`src/rtl/compat_trig_sched.sv`:
```
// Compatibility trigger scheduler.
// Collects masked trigger requests between 40 MHz ticks, issues one trigger
// per tick when the event buffer can take it, waits for acknowledge (with a
// 256-cycle timeout), then holds off for DEAD_TIME cycles. Requests seen on a
// tick that cannot be serviced are counted as lost.
//
// state    | meaning
// ---------+------------------------------------------------------------
// IDLE     | waiting for a tick with pending requests
// ISSUE    | TRIG_OUT pulse cycle, TRIG_TYPE just latched
// WAIT_ACK | waiting for TRIG_ACK or the 256-cycle timeout
// DEAD     | post-acknowledge hold-off, counting DCNT down to zero
module compat_trig_sched #(
    parameter int NSRC     = 4,
    parameter int DT_WIDTH = 12
) (
    input  logic                CLK120,
    input  logic                RESET,
    input  logic [1:0]          ENABLE40,
    input  logic [NSRC-1:0]     TRIG_IN,
    input  logic [NSRC-1:0]     TRIG_MASK,
    input  logic [DT_WIDTH-1:0] DEAD_TIME,
    input  logic                BUF_READY,
    input  logic                TRIG_ACK,
    output logic                TRIG_OUT,
    output logic [NSRC-1:0]     TRIG_TYPE,
    output logic                BUSY,
    output logic [15:0]         LOST_COUNT,
    output logic                ACK_TIMEOUT
);

    typedef enum logic [1:0] {
        IDLE     = 2'd0,
        ISSUE    = 2'd1,
        WAIT_ACK = 2'd2,
        DEAD     = 2'd3
    } state_t;

    state_t                state;
    logic [1:0]            lcl_enable40;
    logic [NSRC-1:0]       pending;
    logic [DT_WIDTH-1:0]   dcnt;
    logic [7:0]            tmo_cnt;

    logic                  tick;
    logic [NSRC-1:0]       new_req;
    logic                  take;
    logic                  lose;

    // Tick detection and request qualification; a tick with pending requests
    // always consumes them, either as a trigger or as a lost count.
    always_comb begin
        tick    = (lcl_enable40 == 2'd0);
        new_req = TRIG_IN & TRIG_MASK;
        take    = tick && (pending != '0);
        lose    = take && ((state != IDLE) || !BUF_READY);
    end

    // Scheduler FSM with registered outputs, request accumulator and counters.
    always_ff @(posedge CLK120) begin
        if (RESET) begin
            state        <= IDLE;
            lcl_enable40 <= 2'd0;
            pending      <= '0;
            TRIG_OUT     <= 1'b0;
            TRIG_TYPE    <= '0;
            BUSY         <= 1'b0;
            LOST_COUNT   <= 16'd0;
            ACK_TIMEOUT  <= 1'b0;
            dcnt         <= '0;
            tmo_cnt      <= 8'd0;
        end else begin
            lcl_enable40 <= ENABLE40;
            TRIG_OUT     <= 1'b0;

            // Requests arriving in the consuming cycle itself are kept.
            if (take) begin
                pending <= new_req;
            end else begin
                pending <= pending | new_req;
            end

            if (lose && (LOST_COUNT != 16'hFFFF)) begin
                LOST_COUNT <= LOST_COUNT + 16'd1;
            end

            unique case (state)
                IDLE: begin
                    if (take && BUF_READY) begin
                        state     <= ISSUE;
                        TRIG_TYPE <= pending;
                        TRIG_OUT  <= 1'b1;
                        BUSY      <= 1'b1;
                    end
                end
                ISSUE: begin
                    state   <= WAIT_ACK;
                    tmo_cnt <= 8'd0;
                end
                WAIT_ACK: begin
                    // An ack on the last timeout cycle still counts as an ack.
                    if (TRIG_ACK) begin
                        dcnt  <= DEAD_TIME;
                        state <= DEAD;
                    end else if (tmo_cnt == 8'hFF) begin
                        ACK_TIMEOUT <= 1'b1;
                        dcnt        <= DEAD_TIME;
                        state       <= DEAD;
                    end else begin
                        tmo_cnt <= tmo_cnt + 8'd1;
                    end
                end
                DEAD: begin
                    if (dcnt == '0) begin
                        state <= IDLE;
                        BUSY  <= 1'b0;
                    end else begin
                        dcnt <= dcnt - DT_WIDTH'(1);
                    end
                end
                default: begin
                    state <= IDLE;
                    BUSY  <= 1'b0;
                end
            endcase
        end
    end

endmodule

```
`config.mk`:
```
export PLATFORM = sky130hd
export DESIGN_NAME = compat_trig_sched
export DESIGN_NICKNAME = d
export VERILOG_FILES = /design/src/rtl/compat_trig_sched.sv
export SDC_FILE = /design/constraint.sdc
export NUM_CORES = 1
export LEC_CHECK = 0
export ABC_AREA = 1
export BUFFER_PORTS_ARGS = -buffer_cell sky130_fd_sc_hd__buf_4
export CAP_MARGIN = 20
export CORE_ASPECT_RATIO = 0.7
export CORE_UTILIZATION = 51
export DETAILED_ROUTE_END_ITERATION = 10
export PLACE_DENSITY_LB_ADDON = 0.15
export SYNTH_ARGS = -nofsm -noshare
export SYNTH_HDL_FRONTEND = slang
export SYNTH_SLANG_ARGS = --single-unit
```
`constraint.sdc`:
```
create_clock -name CLK120 -period 1.5 [get_ports CLK120]
set_input_delay 0.3 -clock CLK120 [delete_from_list [all_inputs] [get_ports CLK120]]
set_output_delay 0.3 -clock CLK120 [all_outputs]
set_load 0.005 [all_outputs]
```
==> flow_summary.yaml, run 1 <==
global_routing:
  grt_overflow: 0
  grt_max_degree: 19
  grt_usage_pct: 26.5
  grt_pass1_wl_microns: 12600
  grtUsageMet3_pct: 4.05
  grt_use_met1_pct: 38.9
  grt_pass1_vias: 2752
  met2_usage_pct: 40.1
  antenna_found_initial: 0
  busiest_layer: "met2"
worst_setup_path:
  worstPathArrival_ns: 1.81
  rrSetupSlack_ns: -0.07
  path_max_fanout: 6
  worst_setup_path_start_kind: "flip-flop"
  worst-setup-path-type: "reg2reg"
  r2r_start: "tmo_cnt[1]$_SDFFE_PP0P_"
  cp.required_ns: 1.74
  crit_path_end_kind: "flip-flop"
  ff2ff_path_depth: 9
  r2r_end: "dcnt[0]$_SDFFE_PP0P_"
hold_path:
  hold_depth: 3
  hold_start: "ENABLE40[0]"
  holdPathEnd: "lcl_enable40[0]$_SDFF_PP0_"
  hold_path.class: "in2reg"
timing:
  min_period_over_period_pct: 105
  slew_viol_final: 0
  setup_viol: 12
  fin_setup_tns_ns: -0.351
  layout_min_cycle_time_ns: 1.57
  hold_viol: 0
  fmax_mhz: 636
  layout_setup_ws_ns: -0.0712
  whs_ns: 0.180
  slew_headroom_pct: 78.5
  clock_skew_ns: 0.00786
  grt_setup_unrepaired: "yes"
  worstMarginPinSlew_ns: 0.322
yosys:
  synth_area_sq_um: 2900
  yosysWarnings: 0
  ys_async_sr_fraction_pct: 0
  synth_ff_type: "dfxtp_1"
  yosysTopAreaCell: "dfxtp_1"
  synth_seq_area_share_pct: 35.2
  synthMostInstantiatedCell: "nand2_1"
  synth_top_area_share_pct: 35.2
  syn_inst: 441
  syn_nets: 476
  avgSynthCellArea_sq_um: 6.58
  synth.area.top_cells: "dfxtp_1 (35%), nand2_1 (17%), nor2_1 (7.5%)"
  synthTopCellsByCount: "nand2_1 (129), nor2_1 (58), dfxtp_1 (51), inv_1 (42), a21oi_1 (29)"
  synth-edff-count: 0
  synth_seq_cells: 51
  synth_cell_types: 32
run_status:
  violations: "setup timing"
  status: "finished, violations left"
floorplanning:
  die_height_microns: 65.1
  die_x_microns: 92.1
  coreArea_sq_um: 5370
  num_rows: 22
  io_pins: 49
  die_area_sq_um: 6000
  initial_core_util_pct: 54.0
cells_and_area:
  num_antenna_cells: 0
  fin_cells: 616
  nets: 579
  drive_above_1_share_pct: 38.1
  area_growth_pct: 41.1
flow_run:
  maxCapViolCount: 0
clock_tree:
  cts_tree: "done"
  clock-sinks: 51
  numCtsBuffers: 5
  root_buffer: "clkbuf_8"
  clk_latency_ns: 0.31
  cts_buffer_depth: 2
  ctsHtreeMaxLevel: 2
  cts.clk_slew.worst_paths_ns: 0.10
routing:
  first_iter_violations: 128
  wl_microns: 7980
  vias: 3168
  drcViolationCount: 0
  first_pass_iters: 5
  postRouteAntennaNets: 0
  wl_per_cell_microns: 12.9
  vias_per_cell: 5.14
pwr:
  vdd_drop_max_uv: 682
  fin_total_pwr_mw: 5.37
  powerDensity_nw_per_um2: 1310
  leakage_nw: 1.79
placed_design:
  place_hpwl_microns: 5740
  io_buffer_count: 48
  place_ws_ns: -0.0781
  gp_congestion: 0.901
  dp_cells: 599
-- flip-flops by register name (all words and copies together) (netlist names) --
register	count
lcl_enable40	2
state	2
BUSY	1
ACK_TIMEOUT	1
tmo_cnt	8
TRIG_TYPE	4
dcnt	12
pending	4
LOST_COUNT	16
TRIG_OUT	1
-- final cells by class --
| class | instances | area, sq um |
|---|---|---|
| Fill cell | 429 | 1280 |
| Timing Repair Buffer | 107 | 833 |
| Tap cell | 72 | 90.1 |
| Sequential cell | 51 | 1040 |
| Multi-Input combinational cell | 333 | 1860 |
| Clock inverter | 2 | 13.8 |
| Clock buffer | 5 | 68.8 |
| Inverter | 46 | 183 |
-- worst max-delay path, stage by stage, from the launching register on --
cell and delay (ns):
dfxtp_2 0.37, ha_4 0.15, nand2_4 0.06, nor2_4 0.15
nand2_4 0.09, a21oi_4 0.19, nand2_4 0.09, buf_6 0.14
buf_4 0.13, a21oi_1 0.12
-- routing by layer --
layer  part of all wire, %  vias up
li1                      -     1616
met1                    50     1440
met2                    43      103
met3                   6.5        9
met4                  0.98        0
met5                     0        -
-- cells in the final DEF (no fill, tap or decap), types with 3 or more instances in the layout --
master	count
buf_6	4
ha_2	3
inv_1	36
inv_2	6
o21ai_2	5
nor2_2	6
xor2_1	6
clkbuf_8	5
ha_4	3
a21oi_1	23
nand2_2	16
o21ai_0	12
ha_1	3
a21oi_2	17
nand2_4	7
dfxtp_2	9
buf_4	101
dfxtp_1	40
nand4_1	5
nand2_1	112
o21ai_1	10
nand3_2	4
nor2_4	7
nor2_1	51
or2_2	3
nor3_1	7
nand3_1	22
-- how the worst max path moves through the flow --
stage                                  startpoint                       to  slack (ns)  cells past startpoint
after global placement      state[0]$_SDFFE_PP0P_    state[0]$_SDFFE_PP0P_       0.007                      9
after detailed placement    state[0]$_SDFFE_PP0P_     dcnt[9]$_SDFFE_PP0P_       -0.08                     10
after floorplan             state[0]$_SDFFE_PP0P_  tmo_cnt[7]$_SDFFE_PP0P_       0.005                      9
final                     tmo_cnt[1]$_SDFFE_PP0P_     dcnt[0]$_SDFFE_PP0P_       -0.07                      9
after CTS                 tmo_cnt[0]$_SDFFE_PP0P_     dcnt[9]$_SDFFE_PP0P_       -0.02                     10
after global routing      tmo_cnt[1]$_SDFFE_PP0P_     dcnt[9]$_SDFFE_PP0P_       -0.13                     10
-- repair_timing --
action / in CTS / in global routing
pin swaps: 6 / 31
setup endpoints to repair: 22 / 32
buffers inserted: 5 / 5
gates resized for setup: 13 / 78
hold buffers: 0 / 0
-- cells by family after synthesis --
family | synth area share, %
and+or+nand+nor | 36.5
xor gates and xnor gates | 2.11
buffers and inverters | 8.28
DFF | 35.2
adders and majority gates | 3.88
AOI/OAI and AO/OA | 14.1
-- per-stage QoR --
stage               util [%]  instance area (sq um)
floorplan                  -                   2940
global placement        68.6                   3680
detailed placement      68.6                   3680
CTS                     71.7                   3850
global route            76.2                   4090
finish                  76.2                   4090
-- report_power, final --
part / switching [mW] / internal (mW) / total [mW]
Sequential: 0.180 / 1.55 / 1.73
Clock: 0.485 / 0.321 / 0.805
Combinational: 1.65 / 1.18 / 2.83
Total: 2.32 / 3.05 / 5.37
No activity file was read; power rests on OpenSTA's default activity.
==> inputs of run 2 (changes only) <==
--- a/config.mk
+++ b/config.mk
@@ -8,10 +8,10 @@
 export ABC_AREA = 1
 export BUFFER_PORTS_ARGS = -buffer_cell sky130_fd_sc_hd__buf_4
 export CAP_MARGIN = 20
-export CORE_ASPECT_RATIO = 0.7
 export CORE_UTILIZATION = 51
 export DETAILED_ROUTE_END_ITERATION = 10
 export PLACE_DENSITY_LB_ADDON = 0.15
+export RECOVER_POWER = 25
 export SYNTH_ARGS = -nofsm -noshare
 export SYNTH_HDL_FRONTEND = slang
 export SYNTH_SLANG_ARGS = --single-unit
==> run 2 against run 1 <==
  * The flow still finishes with violations (setup timing)
  * Via count fell by 2.7%
  * Clock power grew 27%
  * First-iteration DRC count fell by 3.1%
  * Final cell count down 0.49%
  * Die area is essentially flat
  * Core utilization is 2.3 points lower
  * Non-clock buffer count decreased by 4
  * Global-route usage is 1.5 points lower
  * Maximum frequency down 0.32%
==> flow_summary.yaml, run 2 (synthesized netlist as in run 1, its figures left out) <==
floorplanning:
  io_pins: 49
  num_rows: 27
  initial_core_util_pct: 52.7
  die_x_microns: 77.4
  die_height_microns: 77.4
  die_area_sq_um: 5990
  coreArea_sq_um: 5510
hold_path:
  hold_depth: 3
  holdPathEnd: "lcl_enable40[1]$_SDFF_PP0_"
  hold_start: "ENABLE40[1]"
  hold_path.class: "in2reg"
worst_setup_path:
  path_max_fanout: 8
  worst-setup-path-type: "reg2reg"
  r2r_start: "tmo_cnt[0]$_SDFFE_PP0P_"
  crit_path_end_kind: "flip-flop"
  worstPathArrival_ns: 1.83
  rrSetupSlack_ns: -0.08
  r2r_end: "dcnt[11]$_SDFFE_PP0P_"
  ff2ff_path_depth: 10
  worst_setup_path_start_kind: "flip-flop"
  cp.required_ns: 1.75
global_routing:
  grtUsageMet3_pct: 4.00
  grt_usage_pct: 24.9
  grt_pass1_vias: 2865
  met2_usage_pct: 46.5
  grt_max_degree: 19
  busiest_layer: "met2"
  antenna_found_initial: 0
  grt_pass1_wl_microns: 12100
  grt_use_met1_pct: 28.8
  grt_overflow: 0
clock_tree:
  numCtsBuffers: 5
  cts_buffer_depth: 2
  clk_latency_ns: 0.32
  root_buffer: "clkbuf_8"
  clock-sinks: 51
  ctsHtreeMaxLevel: 2
  cts_tree: "done"
  cts.clk_slew.worst_paths_ns: 0.11
  hold_buffers: 0
flow_run:
  maxCapViolCount: 0
routing:
  postRouteAntennaNets: 0
  wl_microns: 7440
  first_iter_violations: 124
  wl_per_cell_microns: 12.1
  drcViolationCount: 0
  vias_per_cell: 5.03
  vias: 3082
  first_pass_iters: 4
cells_and_area:
  largest_reg_flops: 16
  largest-register: "LOST_COUNT"
  nets: 575
  final_common_cell: "nand2_1"
  drive_above_1_share_pct: 36.2
  fin_cells: 613
  top_regs: "LOST_COUNT (16), dcnt (12), tmo_cnt (8)"
  multi_input_area_sq_um: 1820
  num_antenna_cells: 0
  regArea_sq_um: 1040
  area_growth_pct: 40.3
  final_cell_mix: "nand2_1 (119), buf_4 (91), nor2_1 (50)"
  fill_cells: 449
timing:
  layout_setup_ws_ns: -0.0763
  slew_headroom_pct: 84.3
  grt_setup_unrepaired: "yes"
  worstMarginPinSlew_ns: 0.235
  hold_viol: 0
  fin_setup_tns_ns: -0.201
  min_period_over_period_pct: 105
  whs_ns: 0.182
  slew_viol_final: 0
  layout_min_cycle_time_ns: 1.58
  fmax_mhz: 634
  setup_viol: 6
  clock_skew_ns: 0.0133
placed_design:
  io_buffer_count: 48
  dp_cells: 597
  place_ws_ns: -0.150
  gp_congestion: 0.865
  place_hpwl_microns: 5260
pwr:
  leakage_nw: 1.77
  internal_power_mw: 3.30
  pwr-share-clk_pct: 18.2
  swShare_pct: 41.1
  p_comb_share_pct: 51.1
  vdd_drop_max_uv: 815
  fin_total_pwr_mw: 5.61
  seqPwrFrac_pct: 30.8
  power.switching_mw: 2.30
  powerDensity_nw_per_um2: 1380
run_status:
  violations: "setup timing"
  status: "finished, violations left"
run 2: cell count changes in the layout (fill, tap and decap cells not counted), sizes merged:
| cell | before | now |
|---|---|---|
| inv | 45 | 46 |
| bufinv | 0 | 1 |
| clkinv | 3 | 2 |
| buf | 107 | 95 |
| clkbuf | 5 | 13 |
run 2: power groups by stage:
stage          clock, mW  sequential [mW]  combinational (mW)
4_1_cts             1.03             1.70                2.48
3_5_place_dp           0             1.73                2.33
2_1_floorplan          0             1.71                1.60
6_report            1.02             1.72                2.86
5_1_grt             1.08             1.75                3.22
3_3_place_gp           0             1.72                2.27
run 2: critical path: stages, from the launching register on:
cell and delay [ns]:
dfxtp_2 0.37, ha_4 0.15, nand2_4 0.06, nor2_4 0.13
nand2_4 0.08, a21oi_4 0.19, nand2_4 0.11, buf_12 0.16
nor2_4 0.08, nand2_2 0.05, a21oi_2 0.12
run 2: worst max path at each step:
| stage | start | endpoint | cells past startpoint |
|---|---|---|---|
| after floorplan | state[0]$_SDFFE_PP0P_ | tmo_cnt[7]$_SDFFE_PP0P_ | 9 |
| after global placement | state[0]$_SDFFE_PP0P_ | tmo_cnt[7]$_SDFFE_PP0P_ | 9 |
| after detailed placement | state[0]$_SDFFE_PP0P_ | tmo_cnt[7]$_SDFFE_PP0P_ | 9 |
| after CTS | tmo_cnt[1]$_SDFFE_PP0P_ | dcnt[11]$_SDFFE_PP0P_ | 10 |
| after global routing | dcnt[0]$_SDFFE_PP0P_ | dcnt[0]$_SDFFE_PP0P_ | 11 |
| final | tmo_cnt[0]$_SDFFE_PP0P_ | dcnt[11]$_SDFFE_PP0P_ | 10 |
run 2: timing repair:
| action | 4_1_cts | 5_1_grt |
|---|---|---|
| endpoints found under the setup margin | 35 | 41 |
| gates resized for setup | 18 | 59 |
| pin swaps | 4 | 17 |
| buffers inserted | 3 | 4 |
| gates cloned | 0 | 1 |
run 2: metrics by stage:
stage | instance area, sq um | util [%]
after floorplan | 2940 | -
after CTS | 3870 | 70.4
after detailed placement | 3680 | 66.8
after global placement | 3680 | 66.8
final | 4070 | 73.9
after global routing | 4070 | 73.9
run 2: final cells by class:
cell class              count  share of cell area, %
clock buffers               5                   1.69
flip-flops and latches     51                   25.6
clock inverters             3                   1.17
multi-input cells         333                   44.8
well taps                  72                   2.21
inverters                  46                   4.49
repair buffers            103                   20.0
run 2: routing by layer:
| layer | wire [microns] | share of wire (%) |
|---|---|---|
| met5 | 0 | 0 |
| met3 | 211 | 2.8 |
| met1 | 3260 | 44 |
| met4 | 98 | 1.3 |
| met2 | 3870 | 52 |
